## config.mk

```make
export PLATFORM = sky130hd
export DESIGN_NAME = maquina_maluca_seq
export DESIGN_NICKNAME = d
export VERILOG_FILES = /design/src/rtl/maquina_maluca_seq.sv
export SDC_FILE = /design/constraint.sdc
export NUM_CORES = 1
export LEC_CHECK = 0
export ABC_AREA = 1
export BUFFER_PORTS_ARGS = -buffer_cell sky130_fd_sc_hd__buf_2
export CAP_MARGIN = 5
export CORE_MARGIN = 8
export CORE_UTILIZATION = 59
export DETAILED_ROUTE_END_ITERATION = 10
export PLACE_DENSITY = 0.91
export SYNTH_ARGS = -nofsm -noshare
export SYNTH_HDL_FRONTEND = slang
export SYNTH_SLANG_ARGS = --single-unit
```

## constraint.sdc

```tcl
create_clock -name clk -period 1.9 [get_ports clk]
set_input_delay 0.38 -clock clk [delete_from_list [all_inputs] [get_ports clk]]
set_output_delay 0.38 -clock clk [all_outputs]
set_load 0.1 [all_outputs]
```

## src/rtl/maquina_maluca_seq.sv

```systemverilog
// ============================================================================
// Module      : maquina_maluca_seq
// Description : Brew-cycle sequencer ("maquina maluca"). A start request walks
//               the machine through heat-up (LIGAR), a water check (CHECK),
//               optional refills (ENCHER), grind (MOER), filter (FILTRO) and
//               extraction (EXTRAIR). Timed states last DWELL cycles and can
//               be frozen with hold. Running out of refill attempts parks the
//               machine in FAULT until reset.
//
// Parameters  : DWELL    - cycles each timed state is held (1..255)
//               MAX_FILL - refill attempts allowed before FAULT (1..15)
//               CNT_W    - width of batch_cnt
//
// Ports       : clk       - clock, all updates on rising edge
//               rst       - synchronous active-high reset (top priority)
//               start     - request one brew cycle (honoured in IDLE only)
//               agua_ok   - water level sufficient
//               hold      - freeze the dwell timer in timed states
//               abort     - cancel current cycle (only with MAQUINA_ABORT_EN)
//               state     - registered state code
//               busy      - state is neither IDLE nor FAULT
//               done      - one-cycle pulse on the first IDLE after EXTRAIR
//               batch_cnt - saturating count of completed cycles
//
// Build macro : MAQUINA_ABORT_EN - when defined, abort returns any non-IDLE
//               state to IDLE; when undefined, abort is ignored.
//
// Revision    : 1.0 - initial release
// ============================================================================
`default_nettype none

module maquina_maluca_seq #(
    parameter int DWELL    = 4,
    parameter int MAX_FILL = 3,
    parameter int CNT_W    = 8
) (
    input  logic             clk,
    input  logic             rst,
    input  logic             start,
    input  logic             agua_ok,
    input  logic             hold,
    input  logic             abort,
    output logic [3:0]       state,
    output logic             busy,
    output logic             done,
    output logic [CNT_W-1:0] batch_cnt
);

    typedef enum logic [3:0] {
        S_IDLE    = 4'd0,
        S_LIGAR   = 4'd1,
        S_CHECK   = 4'd2,
        S_ENCHER  = 4'd3,
        S_MOER    = 4'd4,
        S_FILTRO  = 4'd5,
        S_EXTRAIR = 4'd6,
        S_FAULT   = 4'd7
    } state_t;

    // Last dwell count of a timed state; the exit happens on this value.
    localparam logic [7:0]       c_dwell_last = 8'(DWELL - 1);
    localparam logic [3:0]       c_max_fill   = 4'(MAX_FILL);
    localparam logic [CNT_W-1:0] c_batch_max  = '1;

    state_t           r_state;
    state_t           w_state_nxt;
    logic [7:0]       r_dwell;
    logic [7:0]       w_dwell_nxt;
    logic [3:0]       r_fill;
    logic [3:0]       w_fill_nxt;
    logic             r_done;
    logic             w_done_nxt;
    logic [CNT_W-1:0] r_batch;
    logic             w_abort;

`ifdef MAQUINA_ABORT_EN
    assign w_abort = abort && (r_state != S_IDLE);
`else
    // Port kept for pin compatibility; it has no function in this build.
    logic w_unused_abort;
    assign w_unused_abort = abort;
    assign w_abort        = 1'b0;
`endif

    // ------------------------------------------------------------------
    // Next-state / counter logic
    // ------------------------------------------------------------------
    always_comb begin
        w_state_nxt = r_state;
        w_dwell_nxt = r_dwell;
        w_fill_nxt  = r_fill;
        w_done_nxt  = 1'b0;

        case (r_state)
            S_IDLE: begin
                w_dwell_nxt = '0;
                w_fill_nxt  = '0;
                if (start) begin
                    w_state_nxt = S_LIGAR;
                end
            end

            S_LIGAR, S_ENCHER, S_MOER, S_FILTRO, S_EXTRAIR: begin
                // hold freezes both the counter and the state.
                if (!hold) begin
                    if (r_dwell == c_dwell_last) begin
                        // Counter restarts at zero for whichever timed state
                        // comes next.
                        w_dwell_nxt = '0;
                        case (r_state)
                            S_LIGAR, S_ENCHER: w_state_nxt = S_CHECK;
                            S_MOER:            w_state_nxt = S_FILTRO;
                            S_FILTRO:          w_state_nxt = S_EXTRAIR;
                            default: begin
                                // EXTRAIR completes the brew.
                                w_state_nxt = S_IDLE;
                                w_done_nxt  = 1'b1;
                            end
                        endcase
                    end else begin
                        w_dwell_nxt = r_dwell + 8'd1;
                    end
                end
            end

            S_CHECK: begin
                w_dwell_nxt = '0;
                if (agua_ok) begin
                    w_state_nxt = S_MOER;
                end else if (r_fill < c_max_fill) begin
                    w_state_nxt = S_ENCHER;
                    w_fill_nxt  = r_fill + 4'd1;
                end else begin
                    w_state_nxt = S_FAULT;
                end
            end

            S_FAULT: begin
                w_dwell_nxt = '0;
            end

            default: begin
                // Codes 8..15 cannot be reached normally; recover to IDLE.
                w_state_nxt = S_IDLE;
                w_dwell_nxt = '0;
                w_fill_nxt  = '0;
            end
        endcase

        // Abort overrides everything above, including hold, and never
        // produces a done pulse.
        if (w_abort) begin
            w_state_nxt = S_IDLE;
            w_dwell_nxt = '0;
            w_fill_nxt  = '0;
            w_done_nxt  = 1'b0;
        end
    end

    // ------------------------------------------------------------------
    // State and counter registers
    // ------------------------------------------------------------------
    always_ff @(posedge clk) begin
        if (rst) begin
            r_state <= S_IDLE;
            r_dwell <= '0;
            r_fill  <= '0;
            r_done  <= 1'b0;
            r_batch <= '0;
        end else begin
            r_state <= w_state_nxt;
            r_dwell <= w_dwell_nxt;
            r_fill  <= w_fill_nxt;
            r_done  <= w_done_nxt;
            // Count saturates rather than wrapping.
            if (w_done_nxt && (r_batch != c_batch_max)) begin
                r_batch <= r_batch + 1'b1;
            end
        end
    end

    assign state     = r_state;
    assign busy      = (r_state != S_IDLE) && (r_state != S_FAULT);
    assign done      = r_done;
    assign batch_cnt = r_batch;

endmodule

`default_nettype wire

```

* Word level (Yosys, flattened, before mapping)
Cells that the tools add are included.
** Storage, ports and cells
- Latch bits :: 0
- Memories :: 0
- Memory bits (read-only) :: 0
- Flip-flop bits (word level) :: 25
- Memory bits (writable) :: 0
- Word-level logic and storage cells :: 53
- Output and inout port bits :: 14
** Operators by class
- Shifts and indexed selects :: 0
- Equality and inequality tests :: 15
- Bitwise logic cells :: 3
- Add/sub/neg operators :: 3
- Multiply operators :: 0
- Magnitude comparators :: 1
- Multiplexer cells :: 15
- Divide/modulo/power cells :: 0
- Reductions and logical operators :: 11
** Operators with widths (count)
- 4-bit 2-to-1 mux :: 5
- 8-bit by 1-bit adder with 8-bit output (second input constant) :: 2
- 4-bit by 3-bit equality test with 1-bit output (second input constant) :: 4
- 4-bit one-hot mux with 4 select lines :: 1
- 2-bit inequality test (second input constant) :: 5
- 3-bit one-hot mux with 3 select lines :: 1
- 4-bit by 2-bit equality test with 1-bit output (second input constant) :: 2
- 8-bit by 2-bit equality test with 1-bit output (second input constant) :: 1
- 8-bit 2-to-1 mux :: 1
- 8-bit inequality test (second input constant) :: 1
- 4-bit one-hot mux with 2 select lines :: 1
- 3-bit 2-to-1 mux :: 2
- 6-bit OR reduction :: 1
- 5-bit OR reduction :: 1
- 4-bit by 1-bit adder with 4-bit output (second input constant) :: 1
- 4-bit by 1-bit equality test with 1-bit output (second input constant) :: 1
- 4-bit logical NOT :: 1
- 4-bit by 2-bit less-than comparator with 1-bit output (second input constant) :: 1
- 1-bit 2-to-1 mux :: 4
- 4-bit by 3-bit inequality test with 1-bit output (second input constant) :: 1
- 4-bit AND reduction :: 1
- 4-bit nonzero test :: 1
- 2-bit OR reduction :: 2
- 4-bit OR reduction :: 1
- other kinds (3) :: 6

* Longest topological paths before layout
Gate-level depths: netlist of run 1.
- Depth after elaboration :: 7
- Depth in mapped cells :: 10
- Depth with buffers taken out :: 10

* Worst setup path after synthesis of run 1
Ideal clock, no wire load.
- Kind :: register to output
- Start :: register r_state[0], in the netlist state[0]
- End :: output port busy
- Path buffers :: 0
- Cell stages (with the launch flop) :: 5
- Data arrival time :: 2760 ps
- Slack :: -1240 ps
- Data required time :: 1520 ps
- Cell sequence :: dfxtp_1 -> inv_1 -> nand2_2 -> nor2_1 -> nor2_1
** Between the ends
- Word-level cells in the longest chain between the ends :: 2
** Ends and longest elaborated chain
- start: declaration :: line 65 : state_t r_state;
- start signal: assignment :: line 171 : r_state <= w_state_nxt;
- 4-bit by 3-bit inequality test with 1-bit output / 4-bit nonzero test (equally long branches) :: line 183 : assign busy = (r_state != S_IDLE) && (r_state != S_FAULT);
- 1-bit logical AND * :: line 183
- end: declaration :: line 44 : output logic busy,
Mark *: on every way between the ends. The rest lies on a longest branch, timed or not.

* Final worst setup path of run 1
Ends and elaborated chain as after synthesis.

==> results of run 1 <==
## final cells by class
cell class              instances  area (um2)
inverters                      27         101
repair buffers                 18        95.1
flip-flops and latches         24         487
fillers                       188         696
well taps                      28        35.0
clock buffers                   3        22.5
multi-input cells             138         733
## logic make-up (layout without fill, tap and decap cells)
| family | count (synthesis) | after routing | synth area share, % |
|---|---|---|---|
| AOI/OAI and AO/OA | 22 | 22 | 8.84 |
| and+or+nand+nor | 106 | 106 | 39.0 |
| buffers and inverters | 29 | 48 | 8.56 |
| DFF | 24 | 24 | 36.5 |
| adders and majority gates | 3 | 3 | 2.85 |
| other | 1 | 1 | 0.285 |
| xor gates and xnor gates | 6 | 6 | 3.99 |
## sequential cells by signal, summed over array words and instances (netlist names)
name / flops
done: 1
state: 3
batch_cnt: 8
r_fill: 4
r_dwell: 8
## path summary, 6_finish.rpt
path,cells past startpoint,endpoint,slack [ps]
min reg2reg,2,r_fill[3],460
max reg2reg,7,batch_cnt[2],430
max,5,busy,100
min,3,r_dwell[1],350
## metal layers
metal / vias to the layer above / global-route usage [%] / routed length (um)
met2: 23 / 23.9 / 1300
met3: 0 / 2.47 / 91
met5: - / 0 / 0
met1: 539 / 16.1 / 1200
met4: 0 / 4.74 / 0
li1: 649 / - / -
## metrics by stage
| step | cells | total power (uW) | TNS (ps) | hold slack, ps |
|---|---|---|---|---|
| after CTS | 238 | 1450 | 0 | 338 |
| final | 238 | 1450 | 0 | 345 |
| after global placement | 235 | 1230 | 0 | 437 |
| after floorplan | 191 | 1150 | -70.3 | 422 |
| after global routing | 238 | 1540 | 0 | 375 |
| after detailed placement | 235 | 1240 | 0 | 436 |
## where the power goes
part | internal (uW) | leakage, uW | switching (uW) | total [uW]
Combinational | 146 | 0.000454 | 521 | 667
Clock | 73.9 | 0.0000138 | 139 | 213
Sequential | 538 | 0.000196 | 35.5 | 573
## layout by cell type, fill, tap and decap left out
cell / Yosys / routed
nand2_1: 42 / 42
nor2_1: 24 / 22
inv_1: 20 / 20
dfxtp_1: 24 / 19
nand3_1: 17 / 17
a21oi_1: 16 / 16
buf_2: 0 / 16
nand2_2: 7 / 7
inv_2: 7 / 7
xor2_1: 6 / 6
nor2_2: 4 / 5
nor3_1: 5 / 5
dfxtp_2: 0 / 5
o21ai_0: 4 / 4
clkbuf_4: 0 / 4
ha_1: 3 / 3
nand4_1: 2 / 2
nand3b_1: 2 / 2
nor2_4: 0 / 1
nand3_4: 1 / 1
a21oi_2: 1 / 1
nor2_8: 1 / 1
nand4_4: 1 / 1
o211ai_1: 1 / 1
conb_1: 1 / 1
buf_4: 1 / 1
## worst max-delay path, stage by stage, from the launching register on
cell      delay (ps)
dfxtp_2          360
inv_1            130
nand2_2          110
nor2_2           210
nor2_4            40
clkbuf_4         280
==> metrics.txt, run 1 <==
predominant post-synthesis flop cell dfxtp_1; maximum clock frequency between 500 and 600 MHz; fin worst setup slack roughly 100 ps; leakage power 0.000664 uW; Total Wirelength 2.59 mm; Clock transition at path regs between 100 and 150 ps; Period minus WS final 1800 ps; initial core utilization 60.7%; CP Data Arrival Time 1420 ps; post-synthesis register bit count 24; core area 2170 um2; Crit Path Category reg -> out; first-pass GRT wire length around 4.7 mm; vias per cell 5.09; routed via count 1211; largest cells by area after synthesis dfxtp_1, nand2_1, nor2_1, nand3_1, a21oi_1; Post-DRT Antenna Nets 0; Area growth syn-to-layout 12.0%; unrepaired setup endpoints after global routing no; Clk Latency, worst-skew pair 300 ps; H-tree depth 1; crit path max fanout 5; Pre-antenna DRT Iters 5; DRC errors left 0; WP data required about 1500 ps; post-synthesis sequential area ratio 36.5%; Place WS between 300 and 400 ps; Num CTS Buffers 3; Max Slew Vio Count 0; Root Buffer clkbuf_4; gr usage total 13.6%; Layout Nets 221; Post-synth EDFFs 0; hold_sp hold; Setup Skew about 6.7 ps; VDD IR-drop max about 1.1 mV; status finished clean; ys async rst share 0%; FP Rows 17; Final Hold Fails 0; WL/cell 10.9 um; Placer Congestion 0.814; num ports 20; CP startpoint state[0]; post-synth top area share 36.5%; Post-synth top cells nand2_1, dfxtp_1, nor2_1, inv_1, nand3_1; number of distinct library cells after synthesis 23; hold_buf cts 0; Congestion Overflow GR 0; layout cells sized above 1 23.8%; pwr dens 986 nW/um2; cell accounting for the most synthesized area dfxtp_1; IO Port Bufs 17; initial antenna violation count 0; Die Wd 63.2 um; clock sink total 24; Layout Utilization between 60% and 70%; synthesized cell area 1320 um2; clock buffer depth 2; Final period util 94.8%; CP Capture Type output port; worst r2r src r_dwell[1]; vias in the first global route 1171; most frequent cell after synthesis nand2_1; Syn Nets 200; Synth Area per Inst roughly 6.9 um2; die area around 4000 um2; CTS tree built; Post-CTS Setup Bufs 0; warnings from Yosys 0; Design Area, Final approximately 1500 um2; dpl hpwl 1.97 mm; initial DRC count 76; dpl cell area 1450 um2; largest net degree at the start of global routing 16; CTS resizes 0; Final Setup Violations 0; Max-Cap Viols 0; n_diodes 0; chip height 63.2 um; CP Launch Type register; Synth Instances roughly 190; Hold Path Class in -> reg
Note: power is estimated with default switching activity, not from simulation.
==> run 2, diff against run 1 <==
- CORE_ASPECT_RATIO: not set -> 0.5
- CORE_UTILIZATION: 59 -> 40
- GPL_TIMING_DRIVEN: not set -> 0
- PLACE_DENSITY: 0.91 -> 0.69
==> run 2 against run 1 <==
- die area is 37% higher
- critical path depth stayed put
- combinational power hardly changed
- clock skew is 2.1 ps lower
- non-clock buffer count is 1 higher
- flip-flop and latch count stayed put
- sequential share of layout area is 1.1 points lower
- hold slack worse by 1.7 ps
- register-to-register slack hardly changed
- power is 9.3% higher
- critical path type unchanged
- critical endpoint unchanged
- largest power group unchanged
==> metrics.txt, run 2 (synthesized netlist as in run 1, its figures left out) <==
unrepaired setup endpoints after global routing no; Final Hold Fails 0 (unchanged); CP Launch Type register; Period minus WS final 1780 ps (-18.2 ps); CTS tree built; Placer Congestion 0.831 (+2.2%); core area 3070 um2 (+41%); leakage power 0.000680 uW (+2.5%); Hold Path Class in -> reg; CP Cell Sequence inv_1 > nand2_2 > nor2_2 > nor2_4 > buf_2; layout cells sized above 1 24.1% (+0.25 points); initial DRC count 37 (-51%); Layout Nets 222 (+0.45%); fin worst setup slack 118 ps (+18.2 ps); routed via count 1188 (-1.9%); Post-CTS Setup Bufs 0 (unchanged); pwr dens 1040 nW/um2 (+5.8%); DRC errors left 0 (unchanged); hold_buf cts 0 (unchanged); Area growth syn-to-layout 15.7%; WP data required 1520 ps (about the same); initial antenna violation count 0 (unchanged); dpl hpwl 2.04 mm (+3.3%); Final period util 93.8% (-0.96 points); VDD IR-drop max 0.910 mV (-19%); Clk Latency, worst-skew pair 270 ps (-30 ps); Clock transition at path regs 80 ps (-40 ps); largest net degree at the start of global routing 14 (-2); CP max stage cell buf_2; clock sink total 24 (unchanged); most common cell after layout, fill and taps aside nand2_1; Crit path largest cell delay 420 ps (+60 ps); Num CTS Buffers 3 (unchanged); n_diodes 0 (unchanged); IO Port Bufs 17 (unchanged); maximum clock frequency 561 MHz (+1.0%); clock buffer depth 2 (unchanged); Crit Path Category reg -> out; vias in the first global route 1103 (-5.8%); Die Wd 97.1 um (+54%); commonest cells after routing, fill and taps aside nand2_1, nor2_1, inv_1; Max-Cap Viols 0 (unchanged); initial core utilization 42.9% (-18 points); vias per cell 4.71 (-7.3%); CP Data Arrival Time 1400 ps (-20 ps); Congestion Overflow GR 0 (unchanged); chip height 56.6 um (-11%); Root Buffer clkbuf_8; Final Setup Violations 0 (unchanged); H-tree depth 1 (unchanged); status finished clean; CP Capture Type output port; num ports 20 (unchanged); Place WS 366 ps (+3.27 ps); Design Area, Final 1520 um2 (+3.3%); crit path max fanout 5 (unchanged); Setup Skew 4.62 ps (-2.07 ps); Max Slew Vio Count 0 (unchanged); first-pass GRT wire length 4.82 mm (+2.1%); FP Rows 14 (-3); Pre-antenna DRT Iters 4 (-1); dpl cell area 1470 um2 (+1.3%); gr usage total 10.2% (-3.4 points); WL/cell 10.6 um (-2.6%); die area 5490 um2 (+37%); Total Wirelength 2.67 mm (+3.1%); Post-DRT Antenna Nets 0 (unchanged)
[run 2: critical path, delay by kind of cell (launching register included)]
| kind | cells | cell delay (ps) |
|---|---|---|
| buffers and inverters | 2 | 510 |
| flip-flops | 1 | 360 |
| AND/OR/NAND/NOR | 3 | 260 |
[run 2: worst paths after layout]
kind	start	end	slack (ps)	depth (start not counted)
worst max register to register	r_dwell[1]	state[0]	420	9
worst max-delay path	state[0]	busy	120	5
worst min-delay path	rst	state[1]	340	2
worst min register to register	r_fill[2]	r_fill[2]	450	2
[run 2: layout make-up]
| cell class | instances | area, um2 |
|---|---|---|
| repair buffers | 17 | 85.1 |
| inverters | 27 | 101 |
| clock buffers | 4 | 55.1 |
| fillers | 301 | 1540 |
| well taps | 40 | 50.0 |
| plain buffers | 2 | 11.3 |
| multi-input cells | 138 | 733 |
| flip-flops and latches | 24 | 487 |
[run 2: what timing repair did]
item / in CTS / in global routing
endpoints found under the setup margin: 0 / 1
endpoints found under the hold margin: 0 / 0
gates resized for setup: 0 / 1
[run 2: report_power, final]
group | switching, uW | internal, uW | total [uW]
registers | 36.7 | 537 | 574
clock network | 164 | 185 | 349
logic | 527 | 139 | 666
total | 727 | 862 | 1590
[run 2: metrics by stage]
step | util (%) | hold slack (ps) | total power (uW) | setup TNS [ps] | instances
after floorplan | - | 422 | 1150 | -70.3 | 191
after global placement | 47.8 | 433 | 1240 | 0 | 248
after detailed placement | 47.8 | 438 | 1250 | 0 | 248
after CTS | 49.6 | 335 | 1600 | 0 | 252
after global routing | 49.7 | 338 | 1690 | 0 | 252
final | 49.7 | 344 | 1590 | 0 | 252
[run 2: metal layers]
| layer | track usage, % | wire [um] |
|---|---|---|
| met5 | 0 | 0 |
| met2 | 16.7 | 1190 |
| met3 | 2.93 | 77 |
| met1 | 12.4 | 1370 |
| met4 | 3.90 | 38 |
==> run 3, diff against run 2 <==
- ABC_CLOCK_PERIOD_IN_PS: not set -> 1900
- BUFFER_PORTS_ARGS: -buffer_cell sky130_fd_sc_hd__buf_2 -> not set
- CORE_ASPECT_RATIO: 0.5 -> not set
- DONT_BUFFER_PORTS: not set -> 1
- PLACE_DENSITY: 0.69 -> 0.63
==> run 3 against run 2 <==
- the flow now finishes with violations (negative setup slack)
- critical path depth is 1 lower
- first-iteration DRC count is 22% higher
- sequential power is 30% higher
- critical path type unchanged
- critical endpoint unchanged
- largest power group is now registers
==> metrics.txt, run 3 (synthesized netlist as in run 1, its figures left out) <==
fin worst setup slack -85.9 ps (-204 ps); gr usage total 9.99% (-0.23 points); post-route setup TNS -85.9 ps (-85.9 ps); clock sink total 24 (unchanged); FP Rows 21 (+7); dpl hpwl 1.99 mm (-2.2%); CTS tree built; H-tree depth 1 (unchanged); most common cell after layout, fill and taps aside nand2_1; Period minus WS final 1990 ps (+204 ps); Congestion Overflow GR 0 (unchanged); maximum clock frequency 504 MHz (-10%); Clock transition at path regs 140 ps (+60 ps); WL/cell 10.9 um (+3.0%); clock buffer depth 2 (unchanged); Crit path largest cell delay 600 ps (+180 ps); Final Hold Fails 0 (unchanged); Rel. slew slack 37.9%; vias in the first global route 975 (-12%); Psw 751 uW (+3.3%); DRC errors left 0 (unchanged); Final period util 105% (+11 points); Post-DRT Antenna Nets 0 (unchanged); CP Launch Type register; CP Cell Sequence inv_4 > nand2_4 > nor2_4 > nor2_4; Max-Cap Viols 0 (unchanged); unrepaired setup endpoints after global routing yes; Setup Skew 6.01 ps (+1.38 ps); Internal Power 834 uW (-3.2%); initial core utilization 40.4% (-2.5 points); n_diodes 0 (unchanged); crit path max fanout 5 (unchanged); status complete, but fails checks; initial DRC count 45 (+22%); failing checks negative setup slack; first-pass GRT wire length 4.28 mm (-11%); Critical path buffers and inverters 1 (-1); VDD IR-drop max 0.988 mV (+8.5%); initial antenna violation count 0 (unchanged); Clk pwr share 17.6% (-4.4 points); Total Wirelength 2.67 mm (-0.22%); Least-Margin Pin Slew 930 ps; Num CTS Buffers 3 (unchanged); routed via count 1163 (-2.1%); hold_buf cts 0 (unchanged); Max Slew Vio Count 0 (unchanged); CP max stage cell dfxtp_4; leakage power 0.000609 uW (-10%); Area growth syn-to-layout 13.1%; Logic pwr share 35.2% (-6.7 points); layout cells sized above 1 22.7% (-1.3 points); WP data required 1520 ps (about the same); die area 5380 um2 (-2.0%); CP Data Arrival Time 1610 ps (+210 ps); Pre-antenna DRT Iters 4 (unchanged); num ports 20 (unchanged); chip height 73.4 um (+30%); largest net degree at the start of global routing 14 (unchanged); CP Capture Type output port; Final Setup Violations 1 (+1); vias per cell 4.77 (+1.1%); Root Buffer clkbuf_4; core area 3260 um2 (+6.3%); switch share 47.4% (+1.6 points); Largest delay share family, worst path simple AND/OR/NAND/NOR gates; total power 1590 uW (-0.20%); Placer Congestion 0.842 (+1.3%); Hold Path Class in -> reg; Sequential Power Share 47.2% (+11 points); Layout Nets 208 (-6.3%); pwr dens 1070 nW/um2 (+2.1%); commonest cells after routing, fill and taps aside nand2_1, nor2_1, inv_1; Die Wd 73.4 um (-24%); Crit Path Category reg -> out; IO Port Bufs 0 (-17); Clk Latency, worst-skew pair 320 ps (+50 ps); most frequent CP cell nor2_4
run 3: changes by cell type in the layout (fill, tap and decap cells not counted), moves of 2 or more:
cell	delta
buf_2	-17
dfxtp_1	-6
dfxtp_4	+5
buf_4	+3
clkbuf_4	+3
clkbuf_8	-3
inv_1	-2
inv_4	+2
nor2_2	-2
nor2_4	+2
run 3: final timing paths:
kind,start,end,slack [ps],cells after the start
min,rst,state[1],90,1
max reg2reg,batch_cnt[0],batch_cnt[5],170,7
max,state[2],busy,-90,4
min reg2reg,r_fill[2],r_fill[2],450,2
run 3: area by class of cell:
| class | count | area, um2 |
|---|---|---|
| Fill cell | 342 | 1770 |
| Multi-Input combinational cell | 138 | 748 |
| Sequential cell | 24 | 507 |
| Inverter | 27 | 106 |
| Tap cell | 46 | 57.6 |
| Clock buffer | 4 | 36.3 |
| Timing Repair Buffer | 3 | 22.5 |
| Buffer | 2 | 11.3 |
run 3: what timing repair did:
item | in CTS | in global routing
buffers inserted | 3 | 0
resized for setup | 18 | 1
pin swaps | 3 | 3
endpoints found under the setup margin | 9 | 1
cloned | 0 | 0
run 3: routing by layer:
| metal | part of all wire [%] | vias up | global-route usage [%] |
|---|---|---|---|
| met2 | 47 | 17 | 16.6 |
| met3 | 5.3 | 4 | 2.86 |
| met5 | 0 | - | 0 |
| li1 | - | 620 | - |
| met1 | 46 | 522 | 11.2 |
| met4 | 1.7 | 0 | 5.32 |
run 3: power groups by stage:
stage	clock network [uW]	logic [uW]	registers, uW
final	280	558	749
after global routing	313	601	754
after CTS	287	563	750
after detailed placement	0	462	746
after global placement	0	462	745
after floorplan	0	415	732
run 3: metrics by stage:
step / worst slack [ps] / util [%] / area (um2) / hold WS (ps) / cells
floorplan: -70.3 / - / 1330 / 422 / 191
global placement: -171 / 42.6 / 1390 / 431 / 237
detailed placement: -201 / 42.6 / 1390 / 435 / 237
CTS: -126 / 45.5 / 1480 / 87.1 / 244
global route: -140 / 45.7 / 1490 / 69.2 / 244
finish: -85.9 / 45.7 / 1490 / 93.8 / 244
